File: config.mk
export PLATFORM = sky130hd
export DESIGN_NAME = mem_access_stage
export DESIGN_NICKNAME = d
export VERILOG_FILES = /design/src/rtl/mem_access_stage.sv
export SDC_FILE = /design/constraint.sdc
export NUM_CORES = 1
export LEC_CHECK = 0
export CELL_PAD_IN_SITES_DETAIL_PLACEMENT = 2
export CELL_PAD_IN_SITES_GLOBAL_PLACEMENT = 2
export CORE_MARGIN = 3
export CORE_UTILIZATION = 13
export CTS_BUF_LIST = sky130_fd_sc_hd__clkbuf_8 sky130_fd_sc_hd__clkbuf_16
export DETAILED_ROUTE_END_ITERATION = 8
export HOLD_SLACK_MARGIN = 0.02
export PLACE_DENSITY = 0.77
export SKIP_CTS_REPAIR_TIMING = 1
export SLEW_MARGIN = 20
export SYNTH_ARGS = -nofsm -noshare
export SYNTH_HDL_FRONTEND = slang
export SYNTH_SLANG_ARGS = --single-unit
File: constraint.sdc
create_clock -name clk -period 1.3 [get_ports clk]
set_input_delay 0.195 -clock clk [delete_from_list [all_inputs] [get_ports clk]]
set_output_delay 0.195 -clock clk [all_outputs]
set_load 0.01 [all_outputs]
File: src/rtl/mem_access_stage.sv
// mem_access_stage
// ----------------
// Memory-stage controller that sits between the EX/MEM and MEM/WB pipeline
// registers. Loads and stores are issued to data memory through a req/ack
// handshake. A write-back result is produced for the MEM/WB register. While an
// access is outstanding, the stall output holds EX/MEM and every earlier stage.
//
// All state changes on the falling edge of clk, the same edge the pipeline
// registers use. reset is asynchronous and active-low.
//
// Optional feature: define MEM_TIMEOUT_EN to abort an access that has seen no
// ack after TIMEOUT_CYCLES cycles in ACCESS. An abort sets the sticky mem_err
// flag. Without the macro, ACCESS waits indefinitely and mem_err is tied 0.
//
// Ports
//   clk, reset            clock (negedge active), async active-low reset
//   in_*                  EX/MEM register fields (data and control)
//   mem_req/we/addr/wdata request side of the data-memory handshake
//   mem_ack/mem_rdata     one-cycle completion strobe and load data
//   stall                 hold EX/MEM and upstream stages
//   out_wba/out_wb_data/out_regWen  fields for the MEM/WB register
//   mem_err               sticky timeout flag
module mem_access_stage #(
  parameter int         ADDR_W         = 32,
  parameter logic [3:0] PIXEL_TYPE     = 4'd7,
  parameter logic [4:0] LINK_REG       = 5'd31,
  parameter int         TIMEOUT_CYCLES = 16
) (
  input  logic              clk,
  input  logic              reset,
  input  logic [4:0]        in_wba,
  input  logic [31:0]       in_A,
  input  logic [31:0]       in_B,
  input  logic [31:0]       in_ALUresult,
  input  logic [31:0]       in_nextPC,
  input  logic [31:0]       in_color,
  input  logic              in_MemtoReg,
  input  logic              in_MemWrite,
  input  logic              in_MemAddrSrc,
  input  logic              in_WBaddrSelect,
  input  logic              in_regWen,
  input  logic [3:0]        in_InstrType,
  output logic              mem_req,
  output logic              mem_we,
  output logic [ADDR_W-1:0] mem_addr,
  output logic [31:0]       mem_wdata,
  input  logic              mem_ack,
  input  logic [31:0]       mem_rdata,
  output logic              stall,
  output logic [4:0]        out_wba,
  output logic [31:0]       out_wb_data,
  output logic              out_regWen,
  output logic              mem_err
);

  typedef enum logic [1:0] {
    IDLE   = 2'd0,
    ACCESS = 2'd1,
    RESP   = 2'd2
  } state_t;

  state_t      state_reg, state_next;
  logic [4:0]  wba_reg, wba_next;
  logic [31:0] wb_data_reg, wb_data_next;
  logic        regwen_reg, regwen_next;

  logic        memop;
  logic [31:0] sel_addr;
  logic [4:0]  wb_target;
  logic [31:0] wb_value;

  assign memop     = in_MemtoReg | in_MemWrite;
  assign sel_addr  = in_MemAddrSrc ? in_A : in_ALUresult;
  assign wb_target = in_WBaddrSelect ? LINK_REG : in_wba;
  // A store wins over a load when both controls are set, so load data is
  // returned only for a pure load.
  assign wb_value  = in_WBaddrSelect ? in_nextPC :
                     ((in_MemtoReg & ~in_MemWrite) ? mem_rdata : in_ALUresult);

  // mem_req depends only on the state register. An asynchronous reset
  // therefore drops the request at once, even in the middle of an access.
  assign mem_req   = (state_reg == ACCESS);
  assign mem_we    = in_MemWrite;
  assign mem_addr  = sel_addr[ADDR_W-1:0];
  assign mem_wdata = (in_InstrType == PIXEL_TYPE) ? in_color : in_B;
  assign stall     = ((state_reg == IDLE) & memop) | (state_reg == ACCESS);

  assign out_wba     = wba_reg;
  assign out_wb_data = wb_data_reg;
  assign out_regWen  = regwen_reg;

`ifdef MEM_TIMEOUT_EN
  localparam int CNT_W = $clog2(TIMEOUT_CYCLES + 1);
  logic [CNT_W-1:0] cnt_reg, cnt_next;
  logic             err_reg, err_next;
  assign mem_err = err_reg;
`else
  assign mem_err = 1'b0;
`endif

  always_comb begin
    state_next   = state_reg;
    wba_next     = wba_reg;
    wb_data_next = wb_data_reg;
    // Every edge that does not write a result inserts a bubble.
    regwen_next  = 1'b0;
`ifdef MEM_TIMEOUT_EN
    cnt_next     = cnt_reg;
    err_next     = err_reg;
`endif
    case (state_reg)
      IDLE: begin
        if (memop) begin
          state_next = ACCESS;
`ifdef MEM_TIMEOUT_EN
          cnt_next   = '0;
`endif
        end else begin
          wba_next     = wb_target;
          wb_data_next = wb_value;
          regwen_next  = in_regWen;
        end
      end
      ACCESS: begin
        if (mem_ack) begin
          state_next   = RESP;
          wba_next     = wb_target;
          wb_data_next = wb_value;
          regwen_next  = in_regWen;
        end
`ifdef MEM_TIMEOUT_EN
        else if (cnt_reg == CNT_W'(TIMEOUT_CYCLES - 1)) begin
          // This is the last cycle of the timeout window. Abort the access and
          // retire the instruction with a zero result.
          state_next   = RESP;
          err_next     = 1'b1;
          wba_next     = wb_target;
          wb_data_next = 32'd0;
          regwen_next  = in_regWen;
        end else begin
          cnt_next = cnt_reg + CNT_W'(1);
        end
`endif
      end
      // RESP lasts exactly one cycle. EX/MEM advances on the edge that leaves
      // RESP, so the completed op is never seen again in IDLE.
      RESP:    state_next = IDLE;
      default: state_next = IDLE;
    endcase
  end

  always_ff @(negedge clk or negedge reset) begin
    if (!reset) begin
      state_reg   <= IDLE;
      wba_reg     <= 5'd0;
      wb_data_reg <= 32'd0;
      regwen_reg  <= 1'b0;
    end else begin
      state_reg   <= state_next;
      wba_reg     <= wba_next;
      wb_data_reg <= wb_data_next;
      regwen_reg  <= regwen_next;
    end
  end

`ifdef MEM_TIMEOUT_EN
  always_ff @(negedge clk or negedge reset) begin
    if (!reset) begin
      cnt_reg <= '0;
      err_reg <= 1'b0;
    end else begin
      cnt_reg <= cnt_next;
      err_reg <= err_next;
    end
  end
`endif

endmodule

==> results.md, run 1 <==
- Status: finished with violations
- Violated checks: setup timing
- Hold slack: around 0.24 ns
- Count of inserted antenna diode cells: 0
- Final hold violation count: 0
- Yosys cell types: 25
- Share of cells above drive strength 1: around a third
- DRC violation count after routing: 0
- Wire length reported by the detailed router: ~21000 um
- Count of input and output buffers: 313
- Register area share after synthesis: about a third
- Wire length of the first global-routing pass: just under 30000 um
- Final HPWL from detailed placement: between 15000 and 20000 um
- Final Instance Count excl. Fillers: roughly 1000
- Worst Slack Setup Final: -0.778 ns
- Synth Net Count: between 500 and 600
- Final total negative setup slack: -47.09 ns
- WL per Instance: between 20 and 25 um
- Area of all placed cells without fillers: 0.00758 sq mm
- Number of fill cells: about 2600
- Via count normalized by instance count: approximately 4.2
- Final total power: 8.73 mW
- Total placed instance area: 0.00698 sq mm
- Die outline height: roughly 160 um
- Die area: 0.0263 sq mm
- Reg area: between 0.001 and 0.0015 sq mm
- Switching power: about 3.0 mW
- Classification of the worst setup path: reg2out
- Area growth, synth to finish: 139%
- Leakage component of the power: between 3 and 4 nW
- Initial core utilization: about an eighth
- Max capacitance violation total: 0
- Clock root buffer master: sky130_fd_sc_hd__clkbuf_16
- Endpoint required time on the critical path: about 1.1 ns
- Part of the power in the clock network: between 10% and 20%
- Pre-Repair DR Iteration Count: 4
- Data arrival time at the worst-slack endpoint: about 1.9 ns
- Combined area of all synthesized cells: 0.00317 sq mm
- Areal power density over the cells: 1150 mW/mm^2
- Seq pwr share: around a quarter
- Unrepaired setup endpoints after global routing: yes
- Final antenna-violating net count: 0
- Number of buffers on the longest clock path: 2
- Number of global-route vias before repair: about 4700
- Net total in the final layout: slightly above 900
- Initial antenna violation count: 0
- Number of setup violations in the final report: between 100 and 150
- Flip-flop and latch count after synthesis: 40
- Cell-internal power: around 5.7 mW
- Crit path capture type: output pin
- Maximum ir drop on the vdd rail: roughly 0.46 mV
- Largest net degree at the start of global routing: 42
- Relative contribution of combinational cells to total power: between 50% and 60%
- CTS Buf Count: 5
- Switching Share: ~35%
- TritonCTS clock tree: built
- Total clock sinks: 40
- Overall overflow remaining after global route: 0
- Instance count after placement with tap cells included: about 1000
- Post-synthesis cell count: approximately 360
- Startpoint class of the critical path: flop
- Maximum clock skew at final layout: between 0.004 and 0.005 ns
- Area of the core: approximately 0.024 sq mm
- Multi-input gate area in the final layout: 0.00199 sq mm
- Post-synthesis average cell area: around 8.7 sq um
- Vias: approximately 4400
- Crit path max fanout: 2
- Number of H-tree levels: 2
- Total global routing track utilization: between 10 and 15%
- Clock-pin slew on the worst setup and hold paths: around 0.05 ns
- Number of DRC markers after the initial detailed-route iteration: 122
- Io pins: 315
- Worst-Skew Late Latency: 0.31 ns
- Largest register FFs: 32
- Final GP Congestion: 0.805
- Die outline width: about 160 um
- Final number of max-transition violations: 0
- Yosys Warn Count: 0
- Rows: 56
- Class of the most critical hold timing path: in2async
## cells by family (layout without fill, tap and decap cells)
| logic type | count (synthesis) | after routing | share of synthesized area [%] |
|---|---|---|---|
| compound gates | 129 | 129 | 30.6 |
| simple gates | 79 | 79 | 14.0 |
| buf+inv | 78 | 437 | 10.8 |
| flops | 40 | 40 | 31.6 |
| mux | 37 | 37 | 12.9 |
| other cells | 1 | 1 | 0.118 |
## final cells by class
cell class	count	share of cell area, %
inverters	39	1.93
well taps	319	5.27
repair buffers	390	51.3
clock inverters	2	0.198
clock buffers	6	1.83
multi-input cells	246	26.2
flip-flops and latches	40	13.2
## synthesized netlist by cell type (all sizes together)
library cell	n	share of area, %
dfrtn	40	32
and3	1	0.20
a32o	32	10
o211ai	32	7.6
inv	39	4.6
nand2	32	3.8
mux2i	5	1.6
or2	1	0.20
buf	17	3.6
o21ai	33	5.3
nand3b	32	7.6
nor2	7	0.83
and2	2	0.39
clkbuf	22	2.6
nor3	1	0.32
conb	1	0.12
o21a	32	7.6
mux2	32	11
nand4b	1	0.28
nor2b	2	0.39
## worst paths after layout
check	cells past startpoint	end	start	slack, ns
min in group clk	1	out_wb_data[11]$_DFFE_NN0P_	out_wb_data[11]$_DFFE_NN0P_	0.44
max in group asynchronous	2	out_wb_data[25]$_DFFE_NN0P_	reset	0.65
hold / removal	1	out_wba[3]$_DFFE_NN0P_	reset	0.24
setup / recovery	5	stall	state_reg[0]$_DFFE_NN0P_	-0.78
hold reg to reg	1	out_wb_data[11]$_DFFE_NN0P_	out_wb_data[11]$_DFFE_NN0P_	0.44
setup reg to reg	10	out_wba[4]$_DFFE_NN0P_	state_reg[0]$_DFFE_NN0P_	-0.58
## worst max-delay path, stage by stage, from the launching register on
cell                      delay, ns
sky130_fd_sc_hd__dfrtn_1       0.37
sky130_fd_sc_hd__buf_6         0.14
sky130_fd_sc_hd__nor3_4        0.13
sky130_fd_sc_hd__buf_6         0.13
sky130_fd_sc_hd__nor2_4        0.03
sky130_fd_sc_hd__buf_6         0.12
## layer usage
layer | vias to the layer above | GRT usage (%) | routed length (um)
met3 | 17 | 3.88 | 1650
met1 | 2127 | 17.6 | 8660
li1 | 2035 | - | -
met2 | 176 | 24.8 | 10600
met4 | 0 | 3.84 | 300
met5 | - | 0 | 0
## power groups by stage
stage,Clock [mW],Combinational [mW],Sequential [mW]
after detailed placement,0,4.63,2.25
after floorplan,0,1.34,2.43
after CTS,1.40,4.65,2.23
after global placement,0,4.52,2.22
final,1.34,5.08,2.31
after global routing,1.45,5.42,2.37
## through the flow
step / setup WS, ns / util, %
floorplan: -0.531 / -
global placement: -1.12 / 29.4
detailed placement: -1.16 / 29.4
CTS: -1.27 / 30.0
global route: -0.835 / 31.9
finish: -0.778 / 31.9
## cells in the final DEF, fill, tap and decap left out, drive strengths merged, types with 25 or more instances in the layout
master / instances
mux2: 32
clkdlybuf4s50: 192
buf: 156
o21ai: 33
clkbuf: 25
inv: 39
nand3b: 32
o211ai: 32
a32o: 32
dfrtn: 40
o21a: 32
nand2: 32
No activity file was read; power rests on OpenSTA's default activity.
==> run 2: changes to the inputs <==
CTS_CLUSTER_SIZE = 8   (was unset)
GPL_ROUTABILITY_DRIVEN = 1   (was unset)
==> results of run 2 <==
Same layout as run 1: the final DEF is identical, and so are final timing and power.
